### src/rtl/fsm_seq_gen_if.sv
// Handshake and serial-output bundle between a controller and fsm_seq_gen.
// The controller drives the master side and the generator is the slave.
interface fsm_seq_gen_if #(
  parameter int PAT_W = 8,
  parameter int LEN_W = 4,
  parameter int CNT_W = 4
);
  logic             start_i;
  logic             abort_i;
  logic [PAT_W-1:0] pattern_i;
  logic [LEN_W-1:0] len_i;
  logic [CNT_W-1:0] reps_i;
  logic             ready_o;
  logic             data_o;
  logic             valid_o;
  logic             last_o;
  logic             done_o;

  modport master (
    output start_i, abort_i, pattern_i, len_i, reps_i,
    input  ready_o, data_o, valid_o, last_o, done_o
  );

  modport slave (
    input  start_i, abort_i, pattern_i, len_i, reps_i,
    output ready_o, data_o, valid_o, last_o, done_o
  );
endinterface

### src/rtl/fsm_seq_gen.sv
// Serial pattern transmitter: shifts a latched pattern out MSB-first for reps+1 passes
// separated by GAP idle cycles. Define FSM_SEQ_GEN_PARITY_EN to append an even-parity bit per pass.
module fsm_seq_gen #(
  parameter int PAT_W = 8,
  parameter int LEN_W = 4,
  parameter int CNT_W = 4,
  parameter int GAP   = 2
) (
  input logic          clk_i,
  input logic          reset_i,
  fsm_seq_gen_if.slave bus
);

`ifdef FSM_SEQ_GEN_PARITY_EN
  localparam int PAR = 1;
`else
  localparam int PAR = 0;
`endif

  // One extra index bit so len+PAR never overflows the bit index.
  localparam int IW       = LEN_W + 1;
  localparam int GW       = (GAP > 1) ? $clog2(GAP) : 1;
  localparam int GAP_LAST = (GAP > 0) ? GAP - 1 : 0;
  localparam logic [LEN_W-1:0] PAT_MAX = LEN_W'(PAT_W);

  typedef enum logic [1:0] {S_IDLE, S_SHIFT, S_GAP, S_DONE} state_t;

  typedef struct packed {
    logic [PAT_W-1:0] pat;
    logic [LEN_W-1:0] len;
  } cfg_t;

  state_t           state_q, state_n;
  cfg_t             cfg_q, cfg_n;
  logic [IW-1:0]    idx_q, idx_n;
  logic [CNT_W-1:0] pass_q, pass_n;
  logic [GW-1:0]    gap_q, gap_n;

  logic ready_q, data_q, valid_q, last_q, done_q;
  logic ready_n, data_n, valid_n, last_n, done_n;

  logic [LEN_W-1:0] len_clamp;
  logic [IW-1:0]    last_idx_q, last_idx_n, sel_n;
  logic             bit_n, par_n;

  assign len_clamp  = (bus.len_i > PAT_MAX) ? PAT_MAX : bus.len_i;
  assign last_idx_q = IW'(cfg_q.len) + IW'(PAR) - IW'(1);

  always_comb begin
    state_n = state_q;
    cfg_n   = cfg_q;
    idx_n   = idx_q;
    pass_n  = pass_q;
    gap_n   = gap_q;
    case (state_q)
      S_IDLE: begin
        if (bus.start_i && !bus.abort_i && (bus.len_i != '0)) begin
          cfg_n.pat = bus.pattern_i;
          cfg_n.len = len_clamp;
          pass_n    = bus.reps_i;
          idx_n     = '0;
          gap_n     = '0;
          state_n   = S_SHIFT;
        end
      end
      S_SHIFT: begin
        if (bus.abort_i) begin
          state_n = S_IDLE;
          idx_n   = '0;
          pass_n  = '0;
          gap_n   = '0;
        end else if (idx_q == last_idx_q) begin
          idx_n = '0;
          if (pass_q == '0) begin
            state_n = S_DONE;
          end else begin
            // Counting down from reps lets all-ones give 2^CNT_W passes with no wrap.
            pass_n = pass_q - CNT_W'(1);
            if (GAP > 0) begin
              state_n = S_GAP;
              gap_n   = '0;
            end
          end
        end else begin
          idx_n = idx_q + IW'(1);
        end
      end
      S_GAP: begin
        if (bus.abort_i) begin
          state_n = S_IDLE;
          pass_n  = '0;
          gap_n   = '0;
        end else if (gap_q == GW'(GAP_LAST)) begin
          state_n = S_SHIFT;
          gap_n   = '0;
        end else begin
          gap_n = gap_q + GW'(1);
        end
      end
      S_DONE: begin
        state_n = S_IDLE;
      end
      default: state_n = S_IDLE;
    endcase
  end

  // Outputs are derived from the next state so they land in registers aligned with it.
  assign last_idx_n = IW'(cfg_n.len) + IW'(PAR) - IW'(1);
  assign sel_n      = IW'(cfg_n.len) - IW'(1) - idx_n;

  always_comb begin
    bit_n = 1'b0;
    par_n = 1'b0;
    for (int i = 0; i < PAT_W; i++) begin
      if (IW'(i) == sel_n) bit_n = cfg_n.pat[i];
      if (IW'(i) < IW'(cfg_n.len)) par_n = par_n ^ cfg_n.pat[i];
    end
  end

  always_comb begin
    ready_n = (state_n == S_IDLE);
    valid_n = (state_n == S_SHIFT);
    done_n  = (state_n == S_DONE);
    last_n  = valid_n && (idx_n == last_idx_n);
    data_n  = 1'b0;
    if (valid_n) begin
      if ((PAR != 0) && (idx_n == IW'(cfg_n.len))) data_n = par_n;
      else                                         data_n = bit_n;
    end
  end

  always_ff @(posedge clk_i) begin
    if (!reset_i) begin
      state_q <= S_IDLE;
      cfg_q   <= '0;
      idx_q   <= '0;
      pass_q  <= '0;
      gap_q   <= '0;
      ready_q <= 1'b1;
      data_q  <= 1'b0;
      valid_q <= 1'b0;
      last_q  <= 1'b0;
      done_q  <= 1'b0;
    end else begin
      state_q <= state_n;
      cfg_q   <= cfg_n;
      idx_q   <= idx_n;
      pass_q  <= pass_n;
      gap_q   <= gap_n;
      ready_q <= ready_n;
      data_q  <= data_n;
      valid_q <= valid_n;
      last_q  <= last_n;
      done_q  <= done_n;
    end
  end

  assign bus.ready_o = ready_q;
  assign bus.data_o  = data_q;
  assign bus.valid_o = valid_q;
  assign bus.last_o  = last_q;
  assign bus.done_o  = done_q;

endmodule

### src/flat_wrapper.sv
// flat-port wrapper written by rule: the top's interface ports become plain ports
module fsm_seq_gen_flat 
#(
  parameter int PAT_W = 8,
  parameter int LEN_W = 4,
  parameter int CNT_W = 4,
  parameter int GAP   = 2
)
  (clk_i, reset_i, bus_start_i, bus_abort_i, bus_pattern_i, bus_len_i, bus_reps_i, bus_ready_o, bus_data_o, bus_valid_o, bus_last_o, bus_done_o);
  fsm_seq_gen_if #(.PAT_W(PAT_W), .LEN_W(LEN_W), .CNT_W(CNT_W)) bus_i ();
  input logic clk_i;
  input logic reset_i;
  input wire logic [$bits(bus_i.start_i)-1:0] bus_start_i;
  input wire logic [$bits(bus_i.abort_i)-1:0] bus_abort_i;
  input wire logic [$bits(bus_i.pattern_i)-1:0] bus_pattern_i;
  input wire logic [$bits(bus_i.len_i)-1:0] bus_len_i;
  input wire logic [$bits(bus_i.reps_i)-1:0] bus_reps_i;
  output wire logic [$bits(bus_i.ready_o)-1:0] bus_ready_o;
  output wire logic [$bits(bus_i.data_o)-1:0] bus_data_o;
  output wire logic [$bits(bus_i.valid_o)-1:0] bus_valid_o;
  output wire logic [$bits(bus_i.last_o)-1:0] bus_last_o;
  output wire logic [$bits(bus_i.done_o)-1:0] bus_done_o;
  assign bus_i.start_i = bus_start_i;
  assign bus_i.abort_i = bus_abort_i;
  assign bus_i.pattern_i = bus_pattern_i;
  assign bus_i.len_i = bus_len_i;
  assign bus_i.reps_i = bus_reps_i;
  assign bus_ready_o = bus_i.ready_o;
  assign bus_data_o = bus_i.data_o;
  assign bus_valid_o = bus_i.valid_o;
  assign bus_last_o = bus_i.last_o;
  assign bus_done_o = bus_i.done_o;
  fsm_seq_gen #(.PAT_W(PAT_W), .LEN_W(LEN_W), .CNT_W(CNT_W), .GAP(GAP)) u_core (.clk_i(clk_i), .reset_i(reset_i), .bus(bus_i));
endmodule
### config.mk
export PLATFORM = sky130hd
export DESIGN_NAME = fsm_seq_gen_flat
export DESIGN_NICKNAME = d
export VERILOG_FILES = /design/src/rtl/fsm_seq_gen_if.sv /design/src/rtl/fsm_seq_gen.sv /design/src/flat_wrapper.sv
export SDC_FILE = /design/constraint.sdc
export NUM_CORES = 1
export LEC_CHECK = 0
export ABC_AREA = 1
export BUFFER_PORTS_ARGS = -buffer_cell sky130_fd_sc_hd__buf_4
export CAP_MARGIN = 20
export CORE_MARGIN = 5
export CORE_UTILIZATION = 50
export DETAILED_ROUTE_END_ITERATION = 8
export GPL_ROUTABILITY_DRIVEN = 0
export PLACE_DENSITY = 0.71
export SLEW_MARGIN = 20
export SYNTH_ARGS = -nofsm -noshare
export SYNTH_HDL_FRONTEND = slang
export SYNTH_SLANG_ARGS = --single-unit
### constraint.sdc
create_clock -name clk_i -period 4.8 [get_ports clk_i]
set_clock_uncertainty 0.05 [all_clocks]
set_input_delay 0.48 -clock clk_i [delete_from_list [all_inputs] [get_ports clk_i]]
set_output_delay 0.48 -clock clk_i [all_outputs]
set_load 0.02 [all_outputs]
======== Word level (Yosys, flattened, before mapping) ========
Cells that the tools add are included.
storage, ports and cells
  logic and storage cells ................. 84
  register bits ........................... 29
  bits of input ports ..................... 20
  output and inout bits ................... 5
operators by class
  muxes and demuxes ....................... 35
  eq/ne operators ......................... 18
  $add $sub $neg .......................... 6
  reductions and logical operators ........ 13
  magnitude comparators ................... 1
operators with widths
  operator                                                             count
  12-bit 2-to-1 mux                                                    2
  4-bit 2-to-1 mux                                                     6
  3-bit by 5-bit == test with 1-bit output (first input constant)      4
  1-bit 2-to-1 mux                                                     15
  5-bit 2-to-1 mux                                                     3
  4-bit one-hot mux with 3 select lines                                1
  2-bit by 5-bit == test with 1-bit output (first input constant)      2
  5-bit == test                                                        2
  2-bit 2-to-1 mux                                                     5
  5-bit one-hot mux with 2 select lines                                1
  4-bit by 1-bit subtractor with 5-bit output (second input constant)  2
  2-bit one-hot mux with 4 select lines                                1
  2-bit == test (second input constant)                                3
  5-bit by 1-bit adder with 5-bit output (second input constant)       1
  1-bit by 5-bit == test with 1-bit output (first input constant)      1
  5-bit zero test                                                      1
  5-bit AND reduction                                                  1
  5-bit subtractor                                                     1
  2-bit by 1-bit == test with 1-bit output (second input constant)     2
  4-bit > comparator (second input constant)                           1
  2-bit zero test                                                      2
  4-bit zero test                                                      1
  4-bit AND reduction                                                  1
  4-bit nonzero test                                                   1
  other kinds (11)                                                     13

======== Depth between registers and ports, before layout ========
  depth in word-level cells ............... 16
  gate-level depth with buffers ........... 25
  gate-level depth less buffers ........... 25

======== Least setup slack after synthesis ========
OpenSTA, ideal clock, no wires.
  path kind ............................... flip-flop to flip-flop
  start ................................... register u_core.state_q[0]
  end ..................................... register u_core.data_q, in the netlist u_core.bus.data_o
  data arrival time ....................... 2.776 ns
  library setup time ...................... 0.064 ns
  clock period less this slack ............ 2.890 ns
  required time ........................... 4.686 ns
  path buffers ............................ 0
  setup slack ............................. 1.910 ns
  cell stages (with the launch flop) ...... 19
  path through ............................ dfxtp_1 inv_1 ha_1 nand3_2 clkinv_2 o22ai_2 inv_2 ha_1 inv_1 fa_1 xor2_1 inv_1 nand3_1 nand3_1 nand2_1 nand2_1 nand2_1 nand3_1 nor2_1
RTL lines
  element                 RTL line            source
  start, declared         fsm_seq_gen.sv:33   state_t state_q, state_n;
  start signal, assigned  fsm_seq_gen.sv:145  state_q <= state_n;
  end signal, assigned    fsm_seq_gen.sv:151  data_q <= data_n;
  end, declared           fsm_seq_gen.sv:39   logic ready_q, data_q, valid_q, last_q, done_q;

==> impl.org <==
** Status
- The flow ran to the end, and the final reports show no timing, DRC or antenna violations.

** Power
- Reported net switching power :: 0.000223 W
- Of the total power, the clock network draws 0.309.
- Power spread over the standard cell area amounts to 299 mW/mm^2.
- The worst-case IR drop observed on VDD is 0.000228 V.
- Of the total power, the share spent switching nets is 0.333.
- Sequential group share of total power :: 0.393
- The analysis attributes to cell leakage a power of 1.11 nW.
- Internal Power :: 0.000446 W
- Fraction of power consumed by combinational cells :: 0.297

** Drt
- The detailed router finished its first iteration with 85 violations.
- The detail route stage leaves a number of antenna-violating nets equal to 0.
- The first TritonRoute pass finished after 4 iterations.
- Vias per std cell :: 4.91
- Summed over all layers, the routed wires come to 4.33 mm.
- In the final routed layout, each cell accounts on average for 11.8 um.
- Via total after detailed routing :: 1806
- After detailed routing, the number of remaining DRC violations is 0.

** Logic synthesis
- Number of flip-flops and latches in the synthesized netlist :: 29
- Of the synthesized area, sequential elements account for 0.299.
- Synthesized instance count :: 292
- For this run, the leading register cell type out of synthesis is sky130_fd_sc_hd__dfxtp_1.
- Synth cell count leaders :: 75 x sky130_fd_sc_hd__nand2_1, 38 x sky130_fd_sc_hd__inv_1, 29 x sky130_fd_sc_hd__dfxtp_1, 29 x sky130_fd_sc_hd__nor2_1, 25 x sky130_fd_sc_hd__nand3_1
- Cell with the most instances after synthesis :: sky130_fd_sc_hd__nand2_1
- Ranked by total cell area, the synthesized netlist is headed by sky130_fd_sc_hd__dfxtp_1 30%, sky130_fd_sc_hd__nand2_1 14%, sky130_fd_sc_hd__ha_1 7.7%, sky130_fd_sc_hd__inv_1 7.3%, sky130_fd_sc_hd__nand3_1 6.4%.
- During synthesis, Yosys emitted a total of 0 warnings.
- When the netlist entered floorplanning its net count stood at 325.
- Count of cell types in the netlist :: 34
- The biggest area contributor in the post-synthesis netlist is sky130_fd_sc_hd__dfxtp_1.
- For this run, asynchronously set or reset flops after synthesis account for 0.
- In this run the mean area of a mapped cell was 6.65 um^2.
- Top-area cell type share of the netlist area :: 0.299
- EDFF count, synth :: 0
- Summing every instance area after synthesis gives 0.00194 mm^2.

** Global routing
- Antenna violations before repair :: 0
- Overflow left after global routing :: 0
- The via count of the first global-routing pass was 1696.
- Pin count of the biggest net entering global routing :: 23
- Global-route wire length before repair :: 7.43 mm
- In the global route stage, overall resource usage came out at 0.179.

** Final layout
- The number of antenna diodes in the final layout is 0.
- In the final layout, the share of cells above drive strength 1 is 0.194.
- At the end of the flow, the number of nets in the layout was 353.
- The area growth from synthesis to layout is 15.3%.

** Clock network
- CTS placed an instance of sky130_fd_sc_hd__clkbuf_8 at the clock tree root.
- Clock tree from TritonCTS :: built
- The clock reaches the later pin of the worst-skew pair after 0.28 ns.
- Number of levels in the clock H-tree :: 2
- The longest clock path from root to sink contains 2 buffers.
- Post-cts sizing count :: 0
- Hold repair after CTS inserted 0 buffers.
- For this design, the sink count on the clock tree is 29.
- Post-CTS repair timing setup buffer count :: 0
- Clock-pin slew was measured on the worst setup and hold paths at 0.07 ns.
- Counting the buffers created by CTS gives 5.

** Floorplanning
- Die outline height :: 72.3 um
- I/O pin count :: 25
- Overall die width :: 72.3 um
- Initial Utilization :: 0.523
- Floorplan Core Area :: 0.00372 mm^2
- The floorplan has 22 rows.
- DIE AREA :: 0.00523 mm^2

** STA
- For this run, the top clock speed supported by timing is 288 MHz.
- The number of hold-slack violations in the final timing report came to 0.
- The max-slew violation count came to 0.
- In the finished design, the share of the clock period the worst path needs comes to 0.723.
- Post-route setup TNS :: 0 ns
- Hold is met by 0.422 ns.
- Slew of the pin with the lowest slew margin :: 0.765 ns
- Max-slew headroom at the worst pin :: 0.489
- The routed design could run at a clock period as short as 3.47 ns.
- Setup repair after global routing left no endpoint under its margin.
- Setup violations remaining at the end of the flow were counted as 0.

** Worst setup path
- The signal on the critical path passes through inv_1, ha_1, nand3_2, clkinv_2, nand2_2, o22ai_2, inv_2, ha_1, inv_1, fa_1, xor2_1, inv_1, nand3_1, nand3_1, nand2_1, nand2_1, nand2_1, nand3_1, nor2_1.
- The worst setup path is launched from a flip-flop.
- The slowest stage of the critical path belongs to the cell sky130_fd_sc_hd__fa_1.
- The kind of cell with the highest combined delay along the critical path is adder cells.
- Longest individual stage delay on the worst path :: 0.45 ns
- The critical path is of the reg2reg type.
- For the worst setup path, the data required time is 4.98 ns.
- In this run the worst path has a maximum fanout of 12.
- The worst setup path is captured at a flip-flop.
- Worst path bufs/invs :: 5
- Worst path arrival time :: 3.65 ns

** Placed design
- Detailed Place HPWL :: 3.34 mm
- Buffers added on ports :: 24

** Job
- The tool flagged a number of max-cap violations equal to 0.

** Worst hold path
- The path class of the tightest hold or removal check is in2reg.
## layer usage
layer	up-vias	wire, um	global-route usage
met3	4	231	0.0512
met2	39	1890	0.263
met5	-	0	0
met4	0	42	0.0626
met1	788	2160	0.250
li1	975	-	-
## power by group through the flow
stage               Sequential, W  Combinational, W  Clock (W)
floorplan                0.000270          0.000147          0
global placement         0.000268          0.000196          0
detailed placement       0.000268          0.000197          0
CTS                      0.000263          0.000199   0.000212
global route             0.000264          0.000227   0.000219
finish                   0.000263          0.000199   0.000207
## stage by stage
stage                util  total power, W  worst slack (ns)  std cells  area, um^2
finish              0.603        0.000669              1.33        368        2240
global route        0.603        0.000711             0.993        368        2240
CTS                 0.603        0.000674              1.34        368        2240
detailed placement  0.579        0.000465              1.38        361        2150
global placement    0.579        0.000464              1.48        361        2150
floorplan               -        0.000417              1.91        292        1940
## layout by cell type, fill, tap and decap left out
cell and count:
sky130_fd_sc_hd__nand2_1 75, sky130_fd_sc_hd__inv_1 38, sky130_fd_sc_hd__nor2_1 29, sky130_fd_sc_hd__dfxtp_1 29, sky130_fd_sc_hd__nand3_1 25, sky130_fd_sc_hd__buf_4 24
sky130_fd_sc_hd__a21oi_1 16, sky130_fd_sc_hd__ha_1 12, sky130_fd_sc_hd__inv_2 10, sky130_fd_sc_hd__nand2_2 7, sky130_fd_sc_hd__o21ai_0 7, sky130_fd_sc_hd__nand4_1 6
sky130_fd_sc_hd__xor2_1 6, sky130_fd_sc_hd__clkbuf_8 6, sky130_fd_sc_hd__nor2_2 4, sky130_fd_sc_hd__a21oi_2 4, sky130_fd_sc_hd__o21ai_1 3, sky130_fd_sc_hd__nand3_2 2
sky130_fd_sc_hd__nor3_1 2, sky130_fd_sc_hd__nor2_4 1, sky130_fd_sc_hd__a22o_1 1, sky130_fd_sc_hd__clkinv_2 1, sky130_fd_sc_hd__o22ai_2 1, sky130_fd_sc_hd__o211ai_1 1
sky130_fd_sc_hd__clkinv_1 1, sky130_fd_sc_hd__nand3_4 1, sky130_fd_sc_hd__clkinv_4 1, sky130_fd_sc_hd__xnor2_1 1, sky130_fd_sc_hd__o21bai_1 1, sky130_fd_sc_hd__or2_1 1
sky130_fd_sc_hd__a211oi_1 1, sky130_fd_sc_hd__nand3b_1 1, sky130_fd_sc_hd__fa_1 1, sky130_fd_sc_hd__clkbuf_1 1
## area by class of cell
class                           count  area (um^2)
Tap cell                           48         60.1
Multi-Input combinational cell    209         1130
Timing Repair Buffer               24          180
Fill cell                         366         1480
Sequential cell                    29          581
Clock buffer                        7         86.3
Inverter                           51          198
## worst min-delay path: cells and delay by family
family | cells | cell delay [ns]
buf+inv | 1 | 0.12
compound gates | 1 | 0.03
simple gates | 1 | 0.08
## flip-flops by register name, indices dropped and copies added (netlist names)
register,flops
u_core.cfg_q,12
u_core.idx_q,5
u_core.pass_q,4
u_core.state_q,2
u_core.bus.data_o,1
u_core.bus.done_o,1
u_core.bus.last_o,1
u_core.bus.ready_o,1
u_core.bus.valid_o,1
u_core.gap_q,1
## logic make-up (layout without fill, tap and decap cells)
family / after synthesis / in the layout / synth area share
AND/OR/NAND/NOR: 154 / 154 / 0.358
buffers and inverters: 54 / 82 / 0.117
AO/OA/AOI/OAI: 35 / 35 / 0.108
flip-flops: 29 / 29 / 0.299
adder cells (fa/ha/maj): 13 / 13 / 0.0876
XOR/XNOR: 7 / 7 / 0.0316
## worst paths after layout
check	from	to	slack, ns	cells after the start
max	u_core.state_q[1]	u_core.bus.data_o	1.33	19
min	reset_i	u_core.pass_q[2]	0.42	3
max reg2reg	u_core.state_q[1]	u_core.bus.data_o	1.33	19
min reg2reg	u_core.pass_q[1]	u_core.pass_q[1]	0.43	2
No activity file was read; power rests on OpenSTA's default activity.
